==> config.mk <==
export PLATFORM = sky130hd
export DESIGN_NAME = pc_unit
export DESIGN_NICKNAME = d
export VERILOG_FILES = /design/src/rtl/pc_pkg.sv /design/src/rtl/pc_ras.sv /design/src/rtl/pc_unit.sv
export SDC_FILE = /design/constraint.sdc
export NUM_CORES = 1
export LEC_CHECK = 0
export BUFFER_PORTS_ARGS = -buffer_cell sky130_fd_sc_hd__buf_2
export CORE_MARGIN = 3
export CORE_UTILIZATION = 37
export CTS_BUF_LIST = sky130_fd_sc_hd__clkbuf_16
export DETAILED_ROUTE_END_ITERATION = 10
export GPL_TIMING_DRIVEN = 0
export PLACE_DENSITY = 0.63
export SETUP_SLACK_MARGIN = 0.2
export SLEW_MARGIN = 25
export SYNTH_ARGS = -nofsm -noshare
export SYNTH_HDL_FRONTEND = slang
export SYNTH_SLANG_ARGS = --single-unit
==> constraint.sdc <==
create_clock -name clk -period 7.1 [get_ports clk]
set_input_delay 1.065 -clock clk [delete_from_list [all_inputs] [get_ports clk]]
set_output_delay 1.065 -clock clk [all_outputs]
set_load 0.02 [all_outputs]
==> src/rtl/pc_pkg.sv <==
// Shared definitions for the MicroMachine program-counter unit: next-PC
// select encoding, default vectors and a constant-width helper.
package pc_pkg;

    // Next-PC source, listed from lowest to highest priority.
    typedef enum logic [2:0] {
        SEL_SEQ,
        SEL_BR,
        SEL_J,
        SEL_RET,
        SEL_EXC
    } pc_sel_e;

    localparam logic [31:0] DEF_RESET_VEC = 32'h0000_0000;
    localparam logic [31:0] DEF_EXC_VEC   = 32'h0000_0180;

    // Ceiling log2, used to size the RAS pointer at elaboration time.
    function automatic int clog2(input int value);
        int result;
        int rem;
        result = 0;
        rem    = value - 1;
        while (rem > 0) begin
            result = result + 1;
            rem    = rem >> 1;
        end
        return result;
    endfunction

endpackage

==> src/rtl/pc_ras.sv <==
// Circular return-address stack. A push when full silently overwrites the
// oldest entry and sets a sticky overflow flag; push+pop together replaces
// the top entry (or behaves as a plain push when the stack is empty).
module pc_ras
    import pc_pkg::*;
#(
    parameter int WIDTH     = 32,
    parameter int RAS_DEPTH = 4
) (
    input  logic             clk,
    input  logic             rst,
    input  logic             push,
    input  logic             pop,
    input  logic [WIDTH-1:0] push_data,
    output logic [WIDTH-1:0] top,
    output logic             empty,
    output logic             full,
    output logic             ovf
);

    localparam int PTR_W = clog2(RAS_DEPTH);
    localparam int CNT_W = PTR_W + 1;
    localparam logic [CNT_W-1:0] DEPTH_CNT = CNT_W'(RAS_DEPTH);

    logic [WIDTH-1:0] mem [RAS_DEPTH];
    logic [PTR_W-1:0] ptr;      // next free slot; wraps naturally (power-of-2 depth)
    logic [PTR_W-1:0] top_idx;
    logic [CNT_W-1:0] count;
    logic             do_push;
    logic             do_pop;
    logic             do_replace;

    assign top_idx = ptr - PTR_W'(1);
    assign top     = mem[top_idx];
    assign empty   = (count == '0);
    assign full    = (count == DEPTH_CNT);

    // Resolve the push/pop request pair into exactly one stack operation.
    always_comb begin
        do_push    = push & (~pop | empty);
        do_pop     = pop & ~push & ~empty;
        do_replace = push & pop & ~empty;
    end

    // Pointer, occupancy and sticky overflow bookkeeping.
    always_ff @(posedge clk) begin
        // NOTE: sequential state uses non-blocking assignments so every register samples pre-edge values.
        if (!rst) begin
            ptr   <= '0;
            count <= '0;
            ovf   <= 1'b0;
        end else if (do_push) begin
            ptr <= ptr + PTR_W'(1);
            if (full) begin
                ovf <= 1'b1;
            end else begin
                count <= count + CNT_W'(1);
            end
        end else if (do_pop) begin
            ptr   <= top_idx;
            count <= count - CNT_W'(1);
        end
    end

    // Entry storage writes for push (including overwrite-oldest) and replace.
    always_ff @(posedge clk) begin
        // NOTE: the storage array has no reset; count==0 already marks every entry invalid.
        if (rst) begin
            if (do_push) begin
                mem[ptr] <= push_data;
            end else if (do_replace) begin
                mem[top_idx] <= push_data;
            end
        end
    end

endmodule

==> src/rtl/pc_unit.sv <==
// Program-counter unit at the head of the fetch stage: PC and EPC registers,
// prioritised next-PC selection (exc > ret > jump > branch > sequential),
// the sequential/branch adders and a return-address stack for call/return.
module pc_unit
    import pc_pkg::*;
#(
    parameter int               WIDTH     = 32,
    parameter logic [WIDTH-1:0] RESET_VEC = WIDTH'(DEF_RESET_VEC),
    parameter logic [WIDTH-1:0] EXC_VEC   = WIDTH'(DEF_EXC_VEC),
    parameter int               INC       = 4,
    parameter int               RAS_DEPTH = 4
) (
    input  logic             clk,
    input  logic             rst,
    input  logic             ena,
    input  logic             exc,
    input  logic             br_take,
    input  logic [WIDTH-1:0] br_off,
    input  logic             j_take,
    input  logic [WIDTH-1:0] j_target,
    input  logic             call,
    input  logic             ret_take,
    input  logic [WIDTH-1:0] ret_target,
    output logic [WIDTH-1:0] pc_out,
    output logic [WIDTH-1:0] pc_plus,
    output logic [WIDTH-1:0] epc,
    output logic             ras_empty,
    output logic             ras_full,
    output logic             ras_ovf
);

    logic [WIDTH-1:0] pc_q;
    logic [WIDTH-1:0] epc_q;
    logic [WIDTH-1:0] br_target;
    logic [WIDTH-1:0] ret_pc;
    logic [WIDTH-1:0] ras_top;
    logic [WIDTH-1:0] next_pc;
    logic             ras_push;
    logic             ras_pop;
    pc_sel_e          sel;

    // Arithmetic is modulo 2^WIDTH; the shift drops the offset's top two bits.
    assign pc_plus   = pc_q + WIDTH'(INC);
    assign br_target = pc_plus + (br_off << 2);
    assign ret_pc    = ras_empty ? ret_target : ras_top;

    // An exception suppresses any stack activity in the same cycle.
    assign ras_push = ena & ~exc & call;
    assign ras_pop  = ena & ~exc & ret_take;

    // Priority encoder for the next-PC source.
    always_comb begin
        // NOTE: default first so every path assigns sel and no latch is inferred.
        sel = SEL_SEQ;
        if (exc) begin
            sel = SEL_EXC;
        end else if (ret_take) begin
            sel = SEL_RET;
        end else if (j_take) begin
            sel = SEL_J;
        end else if (br_take) begin
            sel = SEL_BR;
        end
    end

    // Next-PC multiplexer driven by the selected source.
    always_comb begin
        next_pc = pc_plus;
        case (sel)
            SEL_EXC: next_pc = EXC_VEC;
            SEL_RET: next_pc = ret_pc;
            SEL_J:   next_pc = j_target;
            SEL_BR:  next_pc = br_target;
            default: next_pc = pc_plus;
        endcase
    end

    // PC and EPC registers; reset wins over ena, ena==0 freezes both.
    always_ff @(posedge clk) begin
        if (!rst) begin
            pc_q  <= RESET_VEC;
            epc_q <= '0;
        end else if (ena) begin
            pc_q <= next_pc;
            if (sel == SEL_EXC) begin
                epc_q <= pc_q;
            end
        end
    end

    assign pc_out = pc_q;
    assign epc    = epc_q;

    pc_ras #(
        .WIDTH     (WIDTH),
        .RAS_DEPTH (RAS_DEPTH)
    ) u_ras (
        .clk       (clk),
        .rst       (rst),
        .push      (ras_push),
        .pop       (ras_pop),
        .push_data (pc_plus),
        .top       (ras_top),
        .empty     (ras_empty),
        .full      (ras_full),
        .ovf       (ras_ovf)
    );

endmodule

==> impl_metrics.yaml, run 1 <==
detailed_routing:
  post_drt_wl_per_cell_um: 23.9
  num_vias: 9249
  viasPerCell: 5.64
  first_iter_violations: 1029
  ant_nets: 0
  drc: 0
  drt_pass1_iterations: 5
  finalWirelength_um: 39200
clocking:
  cts_resized: 0
  cts_inserted_buffers: 17
  cts_hold_buf: 0
  clkTransAtPathRegs_ns: 0.08
  tritoncts: "done"
  insertion_delay_ns: 0.44
  htreeDepth: 4
  clockBufferDepth: 2
  cts-root-buf: "clkbuf_16"
  post_cts_buffers: 0
  clkSinkCount: 198
layout:
  final_common_cell: "buf_2"
  syn_to_final_growth_pct: 20.5
  finalNonFillerCells: 1639
  nets: 1388
  final_cell_mix: "204 x buf_2, 176 x nand2_1, 128 x edfxtp_1, 75 x a21oi_1, 70 x dfxtp_1"
  drive_gt1_share_pct: 24.3
  n_antenna_cell: 0
die:
  fp.dieH_um: 177
  dieArea_um2: 31300
  io_pins: 203
  fp-row-count: 61
  fp.dieW_um: 177
  core-area_um2: 28300
  initial_core_util_pct: 38.2
flow_run:
  cap_violations: 0
yosys:
  ys_seq_elements: 198
  synth_edf_count: 128
  netlist_area_um2: 10800
  avgSynthCellArea_um2: 10.5
  postSynthCellCount: 1027
  ys.warnings.count: 0
  synth_cell_types: 78
  ys_seq_area_share_pct: 48.5
  synthesis.nets: 1167
  async_flop_share_pct: 0
  synthFlopType: "edfxtp_1"
run_status:
  status: "completed"
timing:
  timing.slew.headroom_pct: 21.8
  tightest_slew_ns: 1.16
  layout_setup_ws_ns: 2.02
  drv_slew: 0
  hold_violations: 0
  fin_crit_sh_pct: 71.5
  fmax_mhz: 197
  rsz0062_at_grt: "false"
  setup_viol: 0
  tns_ns: 0
  period_needed_ns: 5.08
  fin_skew_ns: 0.0152
placed_design:
  port_buffers: 198
  dp_slack_ns: 2.25
  globalplace.congestion: 0.934
  dpl.cell_count: 1607
  hpwl_um: 29800
worst_setup_path:
  endpoint_kind: "flip-flop"
  crit_required_ns: 7.41
  cp_max_fo: 10
  critical_path_class: "reg -> reg"
  arrival_ns: 5.39
  cp-start-kind: "flip-flop"
global_route:
  antenna_found_initial: 0
  grt_max_degree: 22
  gr-total-overflow: 0
  grt_pass1_vias: 8774
  grt_pass1_wl_um: 56700
  grt_usage_pct: 24.6
hold_path:
  hold_path.class: "reg -> reg"
power:
  power_leakage_nw: 5.06
  p_per_area_nw_per_um2: 220
  ir_worst_vdd_mv: 0.153
-- cells in the mapped netlist (6+ instances only) --
master	instances	area, um2
nand4_1	17	106
dfxtp_1	70	1400
a211o_1	9	78.8
xor2_1	20	175
a221oi_1	8	70.1
a211oi_1	7	52.6
o221ai_1	7	61.3
and2_1	13	81.3
a21o_1	14	105
o211ai_1	6	45.0
edfxtp_1	128	3840
clkbuf_1	51	191
nor2b_1	8	50.1
nor2_1	38	143
ha_1	34	425
o21ai_0	50	250
buf_2	6	30.0
a21boi_0	36	270
mux2i_1	15	150
nor3_1	18	90.1
nand2_1	176	661
and3_1	12	75.1
inv_1	14	52.6
a21oi_1	75	375
nor3b_1	6	45.0
o21a_1	9	67.6
xnor2_1	40	350
mux4_2	32	721
a31oi_1	8	50.1
nand3_1	20	100
-- where the power goes --
group | internal, mW | switching (mW) | total [mW]
combinational | 0.207 | 0.379 | 0.586
clock | 0.510 | 0.490 | 1.00
sequential | 1.25 | 0.0303 | 1.28
-- sequential cells by signal, summed over array words and instances (netlist names) --
signal and flops:
u_ras.ptr 2, u_ras.ovf 1, u_ras.mem 128, epc 32, pc_out 32, u_ras.count 3
-- layout make-up --
class                           instances  area (um2)
Inverter                               15        56.3
Tap cell                              378         473
Multi-Input combinational cell        741        5200
Sequential cell                       198        5250
Fill cell                            2734       15300
Clock inverter                         13         125
Timing Repair Buffer                  202        1090
Clock buffer                           19         475
Buffer                                 73         357
-- worst paths after layout --
check	cells after the start	to	slack (ns)	startpoint
hold reg to reg	2	epc[14]	0.46	epc[14]
hold / removal	2	epc[14]	0.46	epc[14]
setup / recovery	15	pc_out[30]	2.02	pc_out[11]
setup reg to reg	15	pc_out[30]	2.02	pc_out[11]
-- cell families (layout without fill, tap and decap cells) --
logic type,count (synthesis),in the layout,share of synthesized area (%)
AO/OA/AOI/OAI,267,267,16.4
multiplexers,47,47,8.05
adder cells (fa/ha/maj),36,36,4.31
flip-flops,198,198,48.5
buffers and inverters,88,322,3.82
XOR/XNOR,60,60,4.86
AND/OR/NAND/NOR,331,331,14.1
-- layer usage --
layer	GRT usage [%]	share of wire, %
met4	7.63	2.8
met5	0	0
met1	34.1	43
met2	38.1	45
met3	6.41	9.6
-- critical path, stage by stage (launching register included) --
cell	delay (ns)
dfxtp_1	0.40
clkbuf_1	0.45
nand4_1	0.18
nor3_1	0.49
and2_1	0.26
nand3_1	0.15
xnor2_1	0.77
ha_1	0.37
clkbuf_1	0.21
and3_2	0.27
a221o_1	0.35
a21oi_1	0.19
o21ai_0	0.11
a221oi_1	0.40
xnor2_1	0.22
a31oi_1	0.12
-- through the flow --
step	util (%)	hold slack [ns]	instance area (um2)	power [mW]
6_report	46.0	0.465	13000	2.87
5_1_grt	46.0	0.472	13000	2.98
4_1_cts	45.9	0.465	13000	2.87
3_5_place_dp	43.8	0.454	12400	1.89
3_3_place_gp	43.4	0.451	12300	1.88
2_1_floorplan	-	0.537	10800	1.66
(Power assumes the default switching activity.)
==> run 2, diff against run 1 <==
--- a/config.mk
+++ b/config.mk
@@ -11,7 +11,7 @@
 export CTS_BUF_LIST = sky130_fd_sc_hd__clkbuf_16
 export DETAILED_ROUTE_END_ITERATION = 10
 export GPL_TIMING_DRIVEN = 0
-export PLACE_DENSITY = 0.63
+export PLACE_DENSITY = 0.65
 export SETUP_SLACK_MARGIN = 0.2
 export SLEW_MARGIN = 25
 export SYNTH_ARGS = -nofsm -noshare
==> constraint.sdc (replaced) <==
create_clock -name clk -period 4.25 [get_ports clk]
set_input_delay 0.6375 -clock clk [delete_from_list [all_inputs] [get_ports clk]]
set_output_delay 0.6375 -clock clk [all_outputs]
set_load 0.02 [all_outputs]
==> impl_metrics.yaml, run 2 (synthesis gave the netlist of run 1 again) <==
run_status:
  status: "completed"
detailed_routing:
  first_iter_violations: 1152
  viasPerCell: 5.74
  post_drt_wl_per_cell_um: 23.9
  finalWirelength_um: 39600
  num_vias: 9518
  drt_pass1_iterations: 5
  ant_nets: 0
  drc: 0
flow_run:
  cap_violations: 0
layout:
  final_cell_mix: "206 x buf_2, 175 x nand2_1, 128 x edfxtp_1, 72 x a21oi_1, 61 x dfxtp_1"
  syn_to_final_growth_pct: 26.0
  nets: 1404
  drive_gt1_share_pct: 29.9
  largest_register: "u_ras.mem"
  finalNonFillerCells: 1657
  largest_reg_flops: 128
  design_area_um2: 13600
  fillers: 2649
  final_common_cell: "buf_2"
clocking:
  clkTransAtPathRegs_ns: 0.08
  htreeDepth: 4
  cts-root-buf: "clkbuf_16"
  cts_hold_buf: 0
  tritoncts: "done"
  clkSinkCount: 198
  cts_inserted_buffers: 17
  insertion_delay_ns: 0.46
  clockBufferDepth: 2
timing:
  fin_skew_ns: 0.0142
  setup_viol: 0
  tightest_slew_ns: 1.05
  fmax_mhz: 255
  timing.slew.headroom_pct: 29.7
  drv_slew: 0
  layout_setup_ws_ns: 0.328
  hold_violations: 0
  period_needed_ns: 3.92
  rsz0062_at_grt: "false"
  fin_crit_sh_pct: 92.3
worst_setup_path:
  path_depth: 15
  reg2reg_to: "pc_out[28]"
  crit_path_start: "pc_out[2]"
  cp_max_fo: 8
  slowest_delay_ns: 0.42
  arrival_ns: 4.26
  cp-endpoint: "pc_out[28]"
  critPathSlowestCell: "a221o_2"
  endpoint_kind: "flip-flop"
  rr_startpoint: "pc_out[2]"
  crit_required_ns: 4.59
  critical_path_class: "reg -> reg"
  crit_family: "compound AO/OA/AOI/OAI gates"
  path_cells: "ha_2 -> and4_4 -> nor2b_2 -> clkbuf_4 -> nand4_1 -> xnor2_2 -> ha_1 -> buf_6 -> and4_4 -> a211o_1 -> or2_1 -> a221o_2 -> a311oi_4 -> xnor2_2 -> a22o_1"
  cp-start-kind: "flip-flop"
  rr_worst_depth: 15
  reg2reg_slack_ns: 0.33
  critPathBufInv: 2
die:
  core-area_um2: 28300
  initial_core_util_pct: 38.2
  fp.dieW_um: 177
  io_pins: 203
  fp-row-count: 61
  fp.dieH_um: 177
  dieArea_um2: 31300
global_route:
  use_met2_pct: 39.2
  gr-total-overflow: 0
  met1_usage_pct: 34.6
  grt_pass1_wl_um: 57500
  antenna_found_initial: 2
  grt_use_met3_pct: 5.11
  grt.busiest_layer: "met2"
  grt_usage_pct: 25.0
  grt_max_degree: 22
  grt_pass1_vias: 8990
hold_path:
  hold_path.class: "reg -> reg"
placed_design:
  globalplace.congestion: 0.939
  hpwl_um: 29800
  dp_slack_ns: -0.652
  dpl.cell_count: 1607
  port_buffers: 198
  dpl_cell_area_um2: 12400
power:
  p_per_area_nw_per_um2: 355
  power_leakage_nw: 5.39
  ir_worst_vdd_mv: 0.260
  power_mw: 4.84
## run 2: power by group
group	internal (mW)	switching (mW)	leakage, nW
Clock	0.814	0.833	0.293
Sequential	2.10	0.0542	1.75
Combinational	0.382	0.656	3.35
Total	3.29	1.54	5.39
## run 2: cell type report
type / instances / area, um2 / area share (%)
buffer: 73 / 379 / 2.78
antenna: 2 / 5.00 / 0.0367
multi-input combinational: 741 / 5640 / 41.4
clock inverter: 14 / 128 / 0.937
inverter: 15 / 56.3 / 0.413
sequential: 198 / 5260 / 38.6
clock buffer: 18 / 450 / 3.31
timing repair buffer: 218 / 1230 / 9.05
tap: 378 / 473 / 3.47
## run 2: worst min-delay path, stage by stage (launching register included)
cell      delay (ns)
dfxtp_1         0.31
nand2_1         0.04
a21boi_0        0.06
## run 2: worst min-delay path by stage
stage	cells past startpoint	endpoint	from	slack (ns)
3_3_place_gp	2	epc[9]	epc[9]	0.45
5_1_grt	2	epc[1]	epc[1]	0.48
4_1_cts	2	epc[1]	epc[1]	0.47
2_1_floorplan	2	u_ras.count[1]	u_ras.count[1]	0.54
6_report	2	epc[1]	epc[1]	0.46
3_5_place_dp	2	epc[1]	epc[1]	0.46
## run 2: per-layer routing
layer / vias up / routed length [um]
li1: 4293 / -
met1: 4589 / 16300
met2: 544 / 18000
met3: 92 / 3890
met4: 0 / 1410
met5: - / 0
## run 2: metrics by stage
step                util (%)  hold slack [ns]  TNS, ns
detailed placement      44.0            0.455    -3.52
CTS                     47.0            0.467        0
finish                  48.1            0.463        0
floorplan                  -            0.537        0
global route            48.1            0.476        0
global placement        43.5            0.450  -116.13
## run 2: what timing repair did
| action | 4_1_cts | 5_1_grt |
|---|---|---|
| pin swaps | 8 | 12 |
| resized for setup | 36 | 57 |
| setup endpoints to repair | 21 | 14 |
| buffers inserted | 6 | 10 |
